File: config.mk
export PLATFORM = sky130hd
export DESIGN_NAME = axis_lane_adder
export DESIGN_NICKNAME = d
export VERILOG_FILES = /design/src/rtl/axis_lane_adder.sv
export SDC_FILE = /design/constraint.sdc
export NUM_CORES = 1
export LEC_CHECK = 0
export BUFFER_PORTS_ARGS = -buffer_cell sky130_fd_sc_hd__buf_2
export CAP_MARGIN = 20
export CORE_AREA = 3 3 141 143
export DETAILED_ROUTE_END_ITERATION = 10
export DIE_AREA = 0 0 144 146
export SYNTH_ARGS = -nofsm -noshare
export SYNTH_HDL_FRONTEND = slang
export SYNTH_SLANG_ARGS = --single-unit
File: constraint.sdc
create_clock -name aclk -period 11.1 [get_ports aclk]
set_input_delay 1.11 -clock aclk [delete_from_list [all_inputs] [get_ports aclk]]
set_output_delay 1.11 -clock aclk [all_outputs]
set_load 0.02 [all_outputs]
File: src/rtl/axis_lane_adder.sv
// axis_lane_adder: AXI4-Stream stage that adds a per-beat addend to every
// enabled lane of tdata. It uses a two-entry output/skid buffer, so it sustains
// one beat per cycle while s_axis_tready stays registered. Beat and packet
// counters count the output handshakes.
// Optional build macro: AXIS_LANE_ADD_SATURATE_EN. When it is defined, enabled
// lanes saturate at 2^LANE_W-1. When it is undefined, lanes wrap modulo 2^LANE_W.
module axis_lane_adder #(
    parameter int unsigned DATA_W = 32,
    parameter int unsigned LANE_W = 8,
    parameter int unsigned CNT_W  = 32
) (
    input  logic                aclk,
    input  logic                areset,
    input  logic [LANE_W-1:0]   addend,
    input  logic [DATA_W-1:0]   s_axis_tdata,
    input  logic [DATA_W/8-1:0] s_axis_tkeep,
    input  logic                s_axis_tlast,
    input  logic                s_axis_tvalid,
    output logic                s_axis_tready,
    output logic [DATA_W-1:0]   m_axis_tdata,
    output logic [DATA_W/8-1:0] m_axis_tkeep,
    output logic                m_axis_tlast,
    output logic                m_axis_tvalid,
    input  logic                m_axis_tready,
    output logic [CNT_W-1:0]    beat_count,
    output logic [CNT_W-1:0]    pkt_count
);

    localparam int unsigned NLANE  = DATA_W / LANE_W;
    localparam int unsigned KEEP_W = DATA_W / 8;

    // Elaboration-time parameter sanity
    if ((DATA_W % LANE_W) != 0) begin : g_bad_lane_w
        $error("axis_lane_adder: DATA_W (%0d) must be a multiple of LANE_W (%0d)", DATA_W, LANE_W);
    end
    if ((DATA_W % 8) != 0) begin : g_bad_data_w
        $error("axis_lane_adder: DATA_W (%0d) must be a multiple of 8", DATA_W);
    end

    // Output (OUT) and skid (SKID) buffer entries
    logic              out_valid_q,  out_valid_d;
    logic [DATA_W-1:0] out_data_q,   out_data_d;
    logic [KEEP_W-1:0] out_keep_q,   out_keep_d;
    logic              out_last_q,   out_last_d;
    logic              skid_valid_q, skid_valid_d;
    logic [DATA_W-1:0] skid_data_q,  skid_data_d;
    logic [KEEP_W-1:0] skid_keep_q,  skid_keep_d;
    logic              skid_last_q,  skid_last_d;
    logic              s_ready_q,    s_ready_d;
    logic [CNT_W-1:0]  beat_cnt_q,   beat_cnt_d;
    logic [CNT_W-1:0]  pkt_cnt_q,    pkt_cnt_d;

    logic [DATA_W-1:0] lane_data_c;
    logic [NLANE-1:0]  lane_en_c;
    logic              in_hs_c;
    logic              out_hs_c;
    logic              out_free_c;

    // Per-lane add on the incoming beat; the addend is bound to the beat here
    for (genvar k = 0; k < NLANE; k++) begin : g_lane
        localparam int unsigned LO_BIT  = k * LANE_W;
        localparam int unsigned LO_BYTE = LO_BIT / 8;
        localparam int unsigned HI_BYTE = (LO_BIT + LANE_W - 1) / 8;

        logic [LANE_W-1:0] lane_in_c;
        logic [LANE_W-1:0] lane_res_c;

        assign lane_in_c    = s_axis_tdata[LO_BIT +: LANE_W];
        assign lane_en_c[k] = &s_axis_tkeep[HI_BYTE:LO_BYTE];

`ifdef AXIS_LANE_ADD_SATURATE_EN
        logic [LANE_W:0] lane_sum_c;
        assign lane_sum_c = {1'b0, lane_in_c} + {1'b0, addend};
        assign lane_res_c = lane_sum_c[LANE_W] ? {LANE_W{1'b1}} : lane_sum_c[LANE_W-1:0];
`else
        assign lane_res_c = lane_in_c + addend;
`endif

        assign lane_data_c[LO_BIT +: LANE_W] = lane_en_c[k] ? lane_res_c : lane_in_c;
    end

    assign in_hs_c    = s_axis_tvalid & s_ready_q;
    assign out_hs_c   = out_valid_q & m_axis_tready;
    assign out_free_c = ~out_valid_q | m_axis_tready;

    // Buffer steering and counter next-state
    always_comb begin
        out_valid_d  = out_valid_q;
        out_data_d   = out_data_q;
        out_keep_d   = out_keep_q;
        out_last_d   = out_last_q;
        skid_valid_d = skid_valid_q;
        skid_data_d  = skid_data_q;
        skid_keep_d  = skid_keep_q;
        skid_last_d  = skid_last_q;
        beat_cnt_d   = beat_cnt_q;
        pkt_cnt_d    = pkt_cnt_q;

        if (skid_valid_q) begin
            // Input is blocked while SKID is full; only a drain can happen
            if (out_hs_c) begin
                out_data_d   = skid_data_q;
                out_keep_d   = skid_keep_q;
                out_last_d   = skid_last_q;
                skid_valid_d = 1'b0;
            end
        end else if (in_hs_c) begin
            if (out_free_c) begin
                out_valid_d = 1'b1;
                out_data_d  = lane_data_c;
                out_keep_d  = s_axis_tkeep;
                out_last_d  = s_axis_tlast;
            end else begin
                skid_valid_d = 1'b1;
                skid_data_d  = lane_data_c;
                skid_keep_d  = s_axis_tkeep;
                skid_last_d  = s_axis_tlast;
            end
        end else if (out_hs_c) begin
            out_valid_d = 1'b0;
        end

        if (out_hs_c) begin
            beat_cnt_d = beat_cnt_q + CNT_W'(1);
            if (out_last_q) begin
                pkt_cnt_d = pkt_cnt_q + CNT_W'(1);
            end
        end

        s_ready_d = ~skid_valid_d;
    end

    // State registers, cleared asynchronously on areset
    always_ff @(posedge aclk or posedge areset) begin
        if (areset) begin
            out_valid_q  <= 1'b0;
            out_data_q   <= '0;
            out_keep_q   <= '0;
            out_last_q   <= 1'b0;
            skid_valid_q <= 1'b0;
            skid_data_q  <= '0;
            skid_keep_q  <= '0;
            skid_last_q  <= 1'b0;
            s_ready_q    <= 1'b0;
            beat_cnt_q   <= '0;
            pkt_cnt_q    <= '0;
        end else begin
            out_valid_q  <= out_valid_d;
            out_data_q   <= out_data_d;
            out_keep_q   <= out_keep_d;
            out_last_q   <= out_last_d;
            skid_valid_q <= skid_valid_d;
            skid_data_q  <= skid_data_d;
            skid_keep_q  <= skid_keep_d;
            skid_last_q  <= skid_last_d;
            s_ready_q    <= s_ready_d;
            beat_cnt_q   <= beat_cnt_d;
            pkt_cnt_q    <= pkt_cnt_d;
        end
    end

    assign s_axis_tready = s_ready_q;
    assign m_axis_tvalid = out_valid_q;
    assign m_axis_tdata  = out_data_q;
    assign m_axis_tkeep  = out_keep_q;
    assign m_axis_tlast  = out_last_q;
    assign beat_count    = beat_cnt_q;
    assign pkt_count     = pkt_cnt_q;

endmodule

* After elaboration in Yosys (flattened, before gate mapping)
Index checks and enable logic that the tools add are counted.
** Word-level totals
- Register bits after elaboration :: 141
- Bits in latches :: 0
- Bits in writable memories :: 0
- ROM bits :: 0
- Input port bits :: 49
- Word-level logic and storage cells :: 56
- Memories :: 0
** Cells by class
- Add/subtract/negate cells :: 6
- Multiply operators :: 0
- Divide/modulo/power cells :: 0
- $lt $le $gt $ge :: 0
- Equal/unequal tests :: 2
- Shifts and indexed selects :: 0
- Muxes and demuxes :: 23
- Bitwise gates (word level) :: 7
- Reductions and logical operators :: 7
** Operators with widths (number)
- $mux W32 :: 4
- $add A32 B1 Y32 const B :: 2
- $add A8 B8 Y8 :: 4
- $mux W8 :: 4
- $mux W4 :: 4
- $mux W1 :: 11
- $reduce_and A3 Y1 :: 3
- $reduce_bool A2 Y1 :: 3
- $ne A2 B1 Y1 const B :: 2
- $not A1 Y1 :: 4
- $and A1 B1 Y1 :: 2
- $reduce_and A2 Y1 :: 1
- $or A1 B1 Y1 :: 1

* Longest topological paths before layout
- Depth in word-level cells :: 6
- Mapped depth :: 9

* Least setup slack after synthesis
OpenSTA, ideal clock, no wires.
- Path kind :: input -> register
- Start point :: input addend[4]
- End point :: register out_data_q[23], in the netlist m_axis_tdata[23]
- Setup time :: 0.073 ns
- Arrival :: 2.686 ns
- Path slack :: 8.341 ns
- Stages :: 7
- Path buffers :: 0
- Cell sequence :: ha_1 > a21oi_2 > and2_4 > a2111o_1 > and4_4 > or3_1 > a21oi_2
** On the way
- Longest elaborated chain between the ends :: 5
** RTL lines
- start: declaration :: RTL line 14 : input logic [LANE_W-1:0] addend,
- $add A8 B8 Y8 :: RTL line 76 : assign lane_res_c = lane_in_c + addend;
- $mux W8 :: RTL line 79 : assign lane_data_c[LO_BIT +: LANE_W] = lane_en_c[k] ? lane_res_c : lane_in_c;
- $mux W32 :: RTL line 108 : if (out_free_c) begin
- $mux W32 :: RTL line 107 : end else if (in_hs_c) begin
- $mux W32 :: RTL line 99 : if (skid_valid_q) begin
- end signal: assignment :: RTL line 149 : out_data_q <= out_data_d;
- end: declaration :: RTL line 42 : logic [DATA_W-1:0] out_data_q, out_data_d;
No other way between the ends. The select of a mux whose other input is x is not followed.
A chain may end at the register's enable or synchronous reset.

* Final worst setup path
Ends and elaborated chain as after synthesis.

==> metrics <==
WHS roughly 470 ps; vias in the first global route roughly 5700; Critical Path Fanout Max 5; DR vias 6013; final setup skew roughly 9 ps; Pre-antenna DRT Iters 5; Setup crit start kind input pin; H-tree depth 4; YS warnings 0; Setup WS pre-CTS a little over 8000 ps; DRT iter0 DRCs 324; root buffer cell clkbuf_16; n_diodes 0; fmax 388.6 MHz; io pins ~150; Detail Route Antenna Nets 0; CTS tree built; Crit path required time ~11000 ps; clock transition at the registers of the reported paths around 70 ps; VDD IR max 0.1169 mV; initial antenna violation count 1; total global-route track usage 17.70%; post-synthesis sequential area ratio between 40% and 50%; synth unique cells 51; Final Cell Area 9005 um^2; ranking of synthesized cells by area dfrtp_1 (47%), xnor2_1 (7.0%), ha_1 (5.0%); layout cell share with drive strength beyond 1 22.99%; Post-CTS Setup Bufs 0; total gr overflow 0; GR Layer Usage met2 between 20% and 30%; Clock Latency Late Sink 420 ps; Die Width 144 um; final setup violation count 0; number of max-cap violations 0; final worst path period share 23.19%; num rows 50; cells after synthesis 768; Final Worst Setup Slack between 8000 and 9000 ps; min-delay worst type register to register; vias per cell 5.202; Worst EP arrival 2930 ps; routed wire length 18360 um; IO Port Bufs 151; Synth-to-Final Area Change 20.45%; Synth area leader dfrtp_1; Fin. Hold Viols 0; detailed-placement wirelength estimate 13430 um; cts repair resizes 0; status finished clean; Syn Nets 851; Post-Syn Area 7476 um^2; die span in y 146 um; Nets 992; Placed Area roughly 8400 um^2; slew at the pin with the worst max-slew slack 977.1 ps; Final Critical Period between 2000 and 3000 ps; global placement routability congestion 0.8127; CTS Buf Count 17; type of the worst setup path input pin to register; RSZ-0062 raised after global routing no; first-pass GRT wire length 29670 um; deepest clock path buffer count 2; Setup TNS 0 ps; largest net degree at the start of global routing 74; Synth top area share 47.20%; routing usage on met1 25.22%; synthesized area per cell 9.734 um^2; Core Region 18710 um^2; drt drc 0; Sink Count 141; hold_buf cts 0; Worst setup EP type register; mean routed wirelength per cell 15.88 um; Die ar. 21020 um^2; M3 GR Usage 4.305%; FF+latch count, synth 141; starting density of the core 39.97%; PD cells between 200 and 250 nW/um^2; busiest metal layer after global routing met2; max-slew violation count 0; P_leak about 0.0044 uW; Slew headroom 34.86%; Final Core Density 48.14%
## final cells by class
class / instances / area (um^2)
clock buffers: 17 / 425.4
clock inverters: 15 / 152.6
fillers: 1776 / 9701
inverters: 25 / 98.84
multi-input cells: 568 / 3712
flip-flops and latches: 141 / 3530
well taps: 234 / 292.8
repair buffers: 156 / 793.3
## kinds of logic after synthesis
| kind of cell | after synthesis | synth area share (%) |
|---|---|---|
| and+or+nand+nor | 265 | 17.62 |
| AOI/OAI and AO/OA | 160 | 12.42 |
| DFF | 141 | 47.20 |
| xor gates and xnor gates | 79 | 9.356 |
| buffers and inverters | 59 | 3.146 |
| adders and majority gates | 34 | 6.092 |
| muxes | 30 | 4.167 |
## where the power goes
group	total, uW	switching (uW)	internal [uW]	leakage (uW)
Sequential	757	88.9	668	0.00180
Combinational	662	426	237	0.00235
Clock	561	245	316	0.000272
Total	1980	760	1220	0.00442
## registers in the layout, indices dropped and copies added (netlist names)
register and count:
pkt_count 32, m_axis_tkeep 4, skid_data_q 32, beat_count 32
skid_keep_q 4, m_axis_tdata 32, skid_last_q 1, m_axis_tlast 1
m_axis_tvalid 1, s_axis_tready 1, skid_valid_q 1
## worst max-delay path, cell delays in order
cell      delay, ps
buf_2           130
ha_1            380
a21oi_2          90
and2_4          160
a2111o_1        420
and4_4          180
or3_1           330
a21oi_2         120
## synthesized netlist by cell type, drive strengths merged
library cell / count
dfrtp: 141
fa: 4
and2: 4
o21ai: 71
a41oi: 4
xor2: 18
a211oi: 5
a31o: 1
a21boi: 5
nand2: 90
or2: 1
a31oi: 7
a21oi: 44
o31a: 1
o31ai: 1
a2111o: 1
xnor2: 61
o22a: 1
nor2b: 11
nand3b: 3
mux2: 9
nor2: 46
and4: 8
a21o: 5
and3: 22
o2111ai: 1
nor4: 1
a211o: 2
mux2i: 21
o21a: 6
clkbuf: 22
nand3: 38
nor3: 8
o211ai: 5
nand2b: 3
nand4: 22
inv: 25
ha: 30
or3: 8
buf: 12
## per-layer routing
layer  up-vias  part of all wire (%)
met2       161                    45
met4         2                  0.78
met5         -                 0.071
met1      2864                    48
met3        11                   5.8
li1       2975                     -
## stage by stage
| stage | total power, uW | std cells |
|---|---|---|
| after global routing | 2122 | 1156 |
| after global placement | 1428 | 1124 |
| final | 1980 | 1156 |
| after floorplan | 1218 | 768 |
| after detailed placement | 1441 | 1124 |
| after CTS | 2011 | 1156 |
## cells in the final DEF, fill, tap and decap left out, types with 20 or more instances in the layout
| master | n |
|---|---|
| buf_2 | 151 |
| dfrtp_1 | 140 |
| nand2_1 | 90 |
| xnor2_1 | 60 |
| nor2_1 | 44 |
| a21oi_1 | 42 |
| nand3_1 | 38 |
| o21ai_0 | 37 |
| o21ai_1 | 34 |
| ha_1 | 30 |
| inv_1 | 23 |
| and3_1 | 22 |
| mux2i_1 | 21 |
| nand4_1 | 20 |
## worst paths after layout
path | endpoint | depth (start not counted) | slack (ps) | startpoint
worst min register to register | beat_count[31]$_DFFE_PP0P_ | 1 | 470 | beat_count[31]$_DFFE_PP0P_
worst max register to register | m_axis_tdata[11]$_DFFE_PP0P_ | 6 | 8750 | skid_valid_q$_DFF_PP0_
min in group asynchronous | pkt_count[30]$_DFFE_PP0P_ | 2 | 750 | areset
max in group asynchronous | skid_valid_q$_DFF_PP0_ | 3 | 8870 | areset
worst min-delay path | beat_count[31]$_DFFE_PP0P_ | 1 | 470 | beat_count[31]$_DFFE_PP0P_
worst max-delay path | m_axis_tdata[23]$_DFFE_PP0P_ | 8 | 8530 | addend[4]
Power figures use the tool's default switching activity.
